File: config.mk
export PLATFORM = sky130hd
export DESIGN_NAME = data_mem_controller_flat
export DESIGN_NICKNAME = d
export VERILOG_FILES = /design/src/rtl/mem_if_pkg.sv /design/src/rtl/data_mem_controller_if.sv /design/src/rtl/mem_timeout_counter.sv /design/src/rtl/data_mem_controller.sv /design/src/flat_wrapper.sv
export SDC_FILE = /design/constraint.sdc
export NUM_CORES = 1
export LEC_CHECK = 0
export CAP_MARGIN = 20
export CELL_PAD_IN_SITES_DETAIL_PLACEMENT = 0
export CELL_PAD_IN_SITES_GLOBAL_PLACEMENT = 1
export CORE_UTILIZATION = 30
export CTS_CLUSTER_SIZE = 30
export DETAILED_ROUTE_END_ITERATION = 7
export GPL_ROUTABILITY_DRIVEN = 0
export PLACE_DENSITY_LB_ADDON = 0.12
export SYNTH_ARGS = -nofsm -noshare
export SYNTH_HDL_FRONTEND = slang
export SYNTH_SLANG_ARGS = --single-unit
File: constraint.sdc
create_clock -name CLK -period 3.3 [get_ports CLK]
set_clock_uncertainty 0.2 [all_clocks]
set_input_delay 0.495 -clock CLK [delete_from_list [all_inputs] [get_ports CLK]]
set_output_delay 0.495 -clock CLK [all_outputs]
set_load 0.01 [all_outputs]
File: src/rtl/mem_if_pkg.sv
// Shared definitions for the data memory controller: bus widths, the value
// loaded on a timed-out read, and the controller FSM state type.
package mem_if_pkg;

    localparam int unsigned ADDR_W = 8;
    localparam int unsigned DATA_W = 8;

    localparam logic [DATA_W-1:0] BUS_ERR_DATA = 8'hFF;

    typedef enum logic [1:0] {
        IDLE = 2'd0,
        REQ  = 2'd1,
        DONE = 2'd2
    } mem_state_t;

endpackage

File: src/rtl/data_mem_controller_if.sv
// Bundle of core-side and memory-side signals of the data memory controller.
//   slave  : controller view (core requests + memory ack/data in; stall,
//            load result, errors and memory request out)
//   master : environment view (core and external memory), directions reversed
interface data_mem_controller_if;
    import mem_if_pkg::*;

    // core side
    logic              MemRead;
    logic              MemWrite;
    logic [ADDR_W-1:0] Addr;
    logic [DATA_W-1:0] WriteData;
    logic [DATA_W-1:0] DataMemOut;
    logic              MemStall;
    logic              BusErr;
    logic              ProtoErr;

    // memory side
    logic              MemReq;
    logic              MemWe;
    logic [ADDR_W-1:0] MemAddr;
    logic [DATA_W-1:0] MemWData;
    logic              MemAck;
    logic [DATA_W-1:0] MemRData;

    modport slave (
        input  MemRead, MemWrite, Addr, WriteData, MemAck, MemRData,
        output DataMemOut, MemStall, BusErr, ProtoErr,
               MemReq, MemWe, MemAddr, MemWData
    );

    modport master (
        output MemRead, MemWrite, Addr, WriteData, MemAck, MemRData,
        input  DataMemOut, MemStall, BusErr, ProtoErr,
               MemReq, MemWe, MemAddr, MemWData
    );

endinterface

File: src/rtl/mem_timeout_counter.sv
// Counts cycles spent waiting for a memory acknowledge.
//   clk, rst : clock, asynchronous active-high reset
//   clear    : restart the count from zero
//   enable   : count this cycle (saturates at 8'hFF)
//   expired  : current cycle is the TIMEOUT-th counted cycle (or later)
module mem_timeout_counter #(
    parameter int unsigned TIMEOUT = 15
) (
    input  logic clk,
    input  logic rst,
    input  logic clear,
    input  logic enable,
    output logic expired
);

    // count holds the number of already-completed wait cycles, so the
    // TIMEOUT-th wait cycle is the one where count == TIMEOUT-1.
    localparam logic [7:0] LIMIT = 8'(TIMEOUT - 1);

    logic [7:0] count;

    always_ff @(posedge clk or posedge rst) begin
        if (rst) begin
            count <= '0;
        end else if (clear) begin
            count <= '0;
        end else if (enable && (count != '1)) begin
            count <= count + 8'd1;
        end
    end

    assign expired = (count >= LIMIT);

endmodule

File: src/rtl/data_mem_controller.sv
// Load/store controller between the core memory stage and a handshaked data
// memory. Stalls the core while an access is in flight, registers load data
// for write-back, and flags timeouts (BusErr) and read+write requests
// (ProtoErr).
//   CLK, Reset : clock, asynchronous active-high reset
//   bus        : data_mem_controller_if.slave (core and memory signals)
module data_mem_controller
    import mem_if_pkg::*;
#(
    parameter int unsigned TIMEOUT = 15
) (
    input  logic                  CLK,
    input  logic                  Reset,
    data_mem_controller_if.slave  bus
);

    mem_state_t state, state_next;

    logic              start;
    logic              both_req;
    logic              expired;
    logic              finish;
    logic              op_we_q;
    logic [ADDR_W-1:0] addr_q;
    logic [DATA_W-1:0] wdata_q;
    logic [DATA_W-1:0] rdata_q;
    logic              bus_err_q;
    logic              proto_err_q;

    assign start    = (state == IDLE) && (bus.MemRead ^ bus.MemWrite);
    assign both_req = (state == IDLE) && bus.MemRead && bus.MemWrite;
    // Ack wins over expiry when both land in the last wait cycle.
    assign finish   = (state == REQ) && (bus.MemAck || expired);

    mem_timeout_counter #(
        .TIMEOUT (TIMEOUT)
    ) u_timeout (
        .clk     (CLK),
        .rst     (Reset),
        .clear   (state == IDLE),
        .enable  (state == REQ),
        .expired (expired)
    );

    // state register
    always_ff @(posedge CLK or posedge Reset) begin
        if (Reset) begin
            state <= IDLE;
        end else begin
            state <= state_next;
        end
    end

    // next-state logic
    always_comb begin
        state_next = state;
        unique case (state)
            IDLE:    if (start)  state_next = REQ;
            REQ:     if (finish) state_next = DONE;
            DONE:    state_next = IDLE;
            default: state_next = IDLE;
        endcase
    end

    // outputs decoded from state; memory outputs are zero outside REQ
    always_comb begin
        bus.MemStall = 1'b0;
        bus.MemReq   = 1'b0;
        bus.MemWe    = 1'b0;
        bus.MemAddr  = '0;
        bus.MemWData = '0;
        unique case (state)
            IDLE: bus.MemStall = start;
            REQ: begin
                bus.MemStall = 1'b1;
                bus.MemReq   = 1'b1;
                bus.MemWe    = op_we_q;
                bus.MemAddr  = addr_q;
                bus.MemWData = wdata_q;
            end
            default: ;
        endcase
    end

    // request latch, load result and error pulses
    always_ff @(posedge CLK or posedge Reset) begin
        if (Reset) begin
            op_we_q     <= 1'b0;
            addr_q      <= '0;
            wdata_q     <= '0;
            rdata_q     <= '0;
            bus_err_q   <= 1'b0;
            proto_err_q <= 1'b0;
        end else begin
            if (start) begin
                op_we_q <= bus.MemWrite;
                addr_q  <= bus.Addr;
                wdata_q <= bus.WriteData;
            end
            if (finish && !op_we_q) begin
                rdata_q <= bus.MemAck ? bus.MemRData : BUS_ERR_DATA;
            end
            bus_err_q   <= finish && !bus.MemAck;
            proto_err_q <= both_req;
        end
    end

    assign bus.DataMemOut = rdata_q;
    assign bus.BusErr     = bus_err_q;
    assign bus.ProtoErr   = proto_err_q;

endmodule

File: src/flat_wrapper.sv
// flat-port wrapper written by rule: the top's interface ports become plain ports
module data_mem_controller_flat import mem_if_pkg::*;
#(
    parameter int unsigned TIMEOUT = 15
)
  (CLK, Reset, bus_MemRead, bus_MemWrite, bus_Addr, bus_WriteData, bus_MemAck, bus_MemRData, bus_DataMemOut, bus_MemStall, bus_BusErr, bus_ProtoErr, bus_MemReq, bus_MemWe, bus_MemAddr, bus_MemWData);
  data_mem_controller_if bus_i ();
  input  logic CLK;
  input  logic Reset;
  input wire logic [$bits(bus_i.MemRead)-1:0] bus_MemRead;
  input wire logic [$bits(bus_i.MemWrite)-1:0] bus_MemWrite;
  input wire logic [$bits(bus_i.Addr)-1:0] bus_Addr;
  input wire logic [$bits(bus_i.WriteData)-1:0] bus_WriteData;
  input wire logic [$bits(bus_i.MemAck)-1:0] bus_MemAck;
  input wire logic [$bits(bus_i.MemRData)-1:0] bus_MemRData;
  output wire logic [$bits(bus_i.DataMemOut)-1:0] bus_DataMemOut;
  output wire logic [$bits(bus_i.MemStall)-1:0] bus_MemStall;
  output wire logic [$bits(bus_i.BusErr)-1:0] bus_BusErr;
  output wire logic [$bits(bus_i.ProtoErr)-1:0] bus_ProtoErr;
  output wire logic [$bits(bus_i.MemReq)-1:0] bus_MemReq;
  output wire logic [$bits(bus_i.MemWe)-1:0] bus_MemWe;
  output wire logic [$bits(bus_i.MemAddr)-1:0] bus_MemAddr;
  output wire logic [$bits(bus_i.MemWData)-1:0] bus_MemWData;
  assign bus_i.MemRead = bus_MemRead;
  assign bus_i.MemWrite = bus_MemWrite;
  assign bus_i.Addr = bus_Addr;
  assign bus_i.WriteData = bus_WriteData;
  assign bus_i.MemAck = bus_MemAck;
  assign bus_i.MemRData = bus_MemRData;
  assign bus_DataMemOut = bus_i.DataMemOut;
  assign bus_MemStall = bus_i.MemStall;
  assign bus_BusErr = bus_i.BusErr;
  assign bus_ProtoErr = bus_i.ProtoErr;
  assign bus_MemReq = bus_i.MemReq;
  assign bus_MemWe = bus_i.MemWe;
  assign bus_MemAddr = bus_i.MemAddr;
  assign bus_MemWData = bus_i.MemWData;
  data_mem_controller #(.TIMEOUT(TIMEOUT)) u_core (.CLK(CLK), .Reset(Reset), .bus(bus_i));
endmodule
# Word-level counts from Yosys, hierarchy flattened
# Index checks and enable logic that the tools add are counted.
dict set report word_totals {
  out_inout_bits 29
  mem_bits_ro 0
  reg_bits 37
  latch_bits 0
  word_cells 39
  mem_bits_rw 0
  inputBits 29
  n_memories 0
}
dict set report classes {
  n_reduce_logical 13
  n_addsub 1
  multipliers 0
  n_lt_le_gt_ge 1
  n_div 0
  n_bitwise 1
  eq_ne 4
  muxes 11
  shift 0
}
# op n
set op_table {}
lappend op_table {{8-bit 2-to-1 mux} 5}
lappend op_table {{8-bit by 1-bit adder with 8-bit output (second input constant)} 1}
lappend op_table {{8-bit by 4-bit greater-or-equal comparator with 1-bit output (second input constant)} 1}
lappend op_table {{8-bit != test (second input constant)} 1}
lappend op_table {{1-bit logical AND} 7}
lappend op_table {{2-bit 2-to-1 mux} 2}
lappend op_table {{2-bit by 1-bit != test with 1-bit output (second input constant)} 2}
lappend op_table {{2-bit one-hot mux with 2 select lines} 1}
lappend op_table {{2-bit by 1-bit == test with 1-bit output (second input constant)} 1}
lappend op_table {{1-bit zero test} 2}
lappend op_table {{2-bit zero test} 1}
lappend op_table {{1-bit 2-to-1 mux} 2}
lappend op_table {{1-bit one-hot mux with 2 select lines} 1}
lappend op_table {{2-bit AND reduction} 1}
lappend op_table {{2-bit nonzero test} 1}
lappend op_table {{1-bit logical OR} 1}
lappend op_table {{1-bit XOR} 1}

# Longest topological paths before layout
dict set report logic_depth {
  ltp_word 5
  ltp_mapped 5
  depth_no_buf 5
}

# Hierarchy
# A second synthesis with hierarchy kept.
dict set report hier_totals {
  hier_cells 146
  hier_area_um2 1804.2
}
# module instances seq_area_each_um2 area_each_um2 cells_per_inst
set by_module_without_submodules {}
lappend by_module_without_submodules {data_mem_controller 1 725.7 1305.0 95}
lappend by_module_without_submodules {mem_timeout_counter 1 200.2 499.2 51}

# Worst setup path before layout
# OpenSTA, ideal clock, no wires.
dict set report synth_path {
  path_kind {flip-flop to output port}
  startpoint {register u_core.state[1]}
  endpoint {output bus_MemAddr[5]}
  slack_ns 1.334
  required_ns 2.605
  path_stages_with_launch 5
  arrival_ns 1.271
  cell_sequence {dfrtp_1 -> nand2b_1 -> inv_1 -> clkbuf_1 -> and2_1}
}
dict set report synth_between {
  elab_chain_cells 2
}
# item line
set synth_lines {}
lappend synth_lines {{start: declaration} data_mem_controller.sv:17} ;# mem_state_t state, state_next;
lappend synth_lines {{start signal: assignment} data_mem_controller.sv:50} ;# state <= state_next;
lappend synth_lines {{2-bit by 1-bit == test with 1-bit output} data_mem_controller.sv:72} ;# unique case (state)
lappend synth_lines {{8-bit 2-to-1 mux} data_mem_controller.sv:72}
lappend synth_lines {{end: declaration} flat_wrapper.sv:22} ;# output wire logic [$bits(bus_i.MemAddr)-1:0] bus_MemAddr;
# Every way passes these cells.

# Worst setup path in the final report
dict set report layout_path {
  startpoint {register u_core.state[1]}
  endpoint {output bus_MemAddr[6]}
}
# The elaborated chain is that of the path after synthesis.

==> results by group <==
Synth
  – Synth cell types: 38
  – Warnings from Yosys: 0
  – Flops & latches, synth: 37
  – Synthesized instance count: 167
  – Register area share after synthesis: 0.5150
  – Syn Nets: 198
  – Synth Flop Type: dfrtp_1
  – Synth async-reset ratio: 1.000
  – Number of enable flip-flop cells after synthesis: 0
  – Post-Synthesis Cell Area: 1798 µm²
  – Syn_area_per_cell: 10.77 µm²

STA
  – Final Slew Violations: 0
  – Max Freq: 366.7 MHz
  – Setup TNS Final: 0 ns
  – Post-layout min period: 2.727 ns
  – RSZ-0062 raised after global routing: no
  – Final setup violation count: 0
  – Final worst path period share: 0.8264
  – Final hold vios: 0
  – Worst slew pin tran: 0.6989 ns
  – Slew HR: 0.5329

Floorplan
  – Die width: 79.42 µm
  – Die area: 6307 µm²
  – Rows: 27
  – Die Span Y: 79.42 µm
  – Initial Util: 0.3187
  – Core area: 5642 µm²
  – Boundary pin count: 58

Power and ir drop
  – PwrDens: 778.9 nW/µm²
  – Static leakage: 1.086 nW
  – Peak supply drop: 0.3089 mV

Clock tree
  – # hold bufs at CTS: 0
  – Root Buffer: clkbuf_8
  – Clock-pin slew on the worst setup and hold paths: 0.07 ns
  – Max clock buf depth: 2
  – Post-CTS Setup Bufs: 0
  – Cts bufs inserted: 5
  – CTS tree: done
  – Sink Count: 37
  – Clk Latency, worst-skew pair: 0.28 ns
  – H-tree depth: 2
  – Post-CTS resize count: 0

Detailed routing
  – Wire length per cell: 14.26 µm
  – Initial DRT Pass Iterations: 4
  – Via-to-Cell Ratio: 4.903
  – Total Wirelength: 4.249 mm
  – DRC viols: 0
  – Vias: 1,461
  – Detailed Route Iter0 Violations: 24
  – ANT nets after route: 0

Final layout
  – Area grow syn2layout: 40.85%
  – Layout Cells excl Fill: 298
  – Antenna cells: 0
  – Layout cells sized above 1: 0.1504
  – Fillers: 545
  – Fin nets: 257

GRT
  – First-pass GRT wire length: 6.975 mm
  – Grt ovf: 0
  – GRT Overall Usage: 0.1431
  – Initial antenna violation count: 0
  – Largest net degree at the start of global routing: 20
  – Vias in the first global route: 1,439

Placed design
  – DP Wirelength: 3.226 mm
  – Placed Cells incl. Taps: 291
  – Port Buf Inserts: 57

Setup path
  – CP max-delay cell: clkdlybuf4s50_1
  – Crit path cell chain: nand2b_1, inv_1, and2_1, clkdlybuf4s50_1
  – Worst EP arrival: 2.03 ns
  – CP Capture Type: output pin
  – Crit path max fanout: 19
  – Crit path launch type: flop
  – Max incr delay on CP: 0.54 ns
  – CP Data Required Time: 2.60 ns
  – Crit Path Class: reg -> out

Worst hold path
  – Type of the worst min-delay path: reg -> reg

Run status
  – Status: completed

Flow run
  – Max-cap violations: 0
## power by group
group | total (mW) | internal, mW | leakage, nW | switching, mW
clock | 0.308 | 0.165 | 0.0443 | 0.142
combinational | 0.934 | 0.530 | 0.594 | 0.404
sequential | 0.731 | 0.631 | 0.447 | 0.0998
## cells by family (layout without fill, tap and decap cells)
group,count (synthesis),in the layout,synth area share
buffers and inverters,24,83,0.05497
and+or+nand+nor,59,59,0.1872
adders and majority gates,2,2,0.01392
xor gates and xnor gates,1,1,0.004872
AOI/OAI and AO/OA,27,27,0.1176
DFF,37,37,0.5150
muxes,17,17,0.1065
## metrics by stage
| stage | setup slack, ns | util | hold WS (ns) | total power [mW] | area, µm² |
|---|---|---|---|---|---|
| floorplan | 1.334 | - | 0.2706 | 1.223 | 1798 |
| global placement | 0.6587 | 0.4336 | 0.2787 | 1.656 | 2446 |
| detailed placement | 0.6346 | 0.4336 | 0.2877 | 1.691 | 2446 |
| CTS | 0.5255 | 0.4489 | 0.3039 | 2.009 | 2532 |
| global route | 0.4122 | 0.4489 | 0.3097 | 2.121 | 2532 |
| finish | 0.5729 | 0.4489 | 0.2981 | 1.973 | 2532 |
## worst paths after layout
kind,startpoint,end,slack (ns),cells past startpoint
worst max-delay path,u_core.state[1],bus_MemAddr[6],0.57,4
worst max register to register,u_core.u_timeout.count[6],u_core.bus.DataMemOut[7],1.28,3
min in group asynchronous,Reset,u_core.wdata_q[2],0.42,2
worst min register to register,u_core.addr_q[4],u_core.addr_q[4],0.30,1
max in group asynchronous,Reset,u_core.bus.DataMemOut[3],1.87,3
worst min-delay path,u_core.addr_q[4],u_core.addr_q[4],0.30,1
## cells in the mapped netlist (2+ instances only)
master    count  area [µm²]
a21oi_1      11       55.05
a31oi_1       2       12.51
a41oi_1       2       17.52
and2_1       16       100.1
and3_1        2       12.51
clkbuf_1      7       26.28
dfrtp_1      37       925.9
ha_1          2       25.02
inv_1        15       56.30
mux2_2       17       191.4
nand2_1       5       18.77
nand3_1       2       10.01
nand4_1       4       25.02
nor2_1       13       48.80
nor2b_1       2       12.51
nor3_1        6       30.03
o311ai_0      2       17.52
o31a_2        2       20.02
## state kept, by name, indices dropped and copies added (netlist names)
register,count
u_core.bus.ProtoErr,1
u_core.state,2
u_core.bus.BusErr,1
u_core.u_timeout.count,8
u_core.bus.DataMemOut,8
u_core.addr_q,8
u_core.wdata_q,8
u_core.op_we_q,1
## final cells by class
type,instances,area [µm²],area share
clock buffers,7,86.33,0.03409
inverters,15,56.30,0.02223
multi-input cells,106,773.2,0.3053
flip-flops and latches,37,925.9,0.3656
well taps,72,90.09,0.03557
repair buffers,61,600.6,0.2372
## metal layers
metal  up-vias  wire, µm  GRT usage
li1        697         -          -
met1       715      1845     0.1732
met4         0        38    0.03273
met2        44      2145     0.2526
met5         -         0          0
met3         5       219    0.03771
## layout by cell type, fill, tap and decap left out, types with 2 or more instances in the layout
cell              n
buf_4             4
o31a_2            2
clkbuf_8          6
nand3_1           2
o311ai_0          2
and2_1           16
a41oi_1           2
clkdlybuf4s50_1  57
nor2_1           13
a21oi_1          11
nor3_1            6
dfrtp_1          37
mux2_2           17
nand4_1           4
and3_1            2
ha_1              2
a31oi_1           2
nor2b_1           2
nand2_1           5
inv_1            15
## worst max-delay path, delay by kind of cell, from the launching register on
family,cells,cell delay (ns)
flops,1,0.37
simple gates,2,0.43
buf+inv,2,0.95
Note: power is estimated with default switching activity, not from simulation.
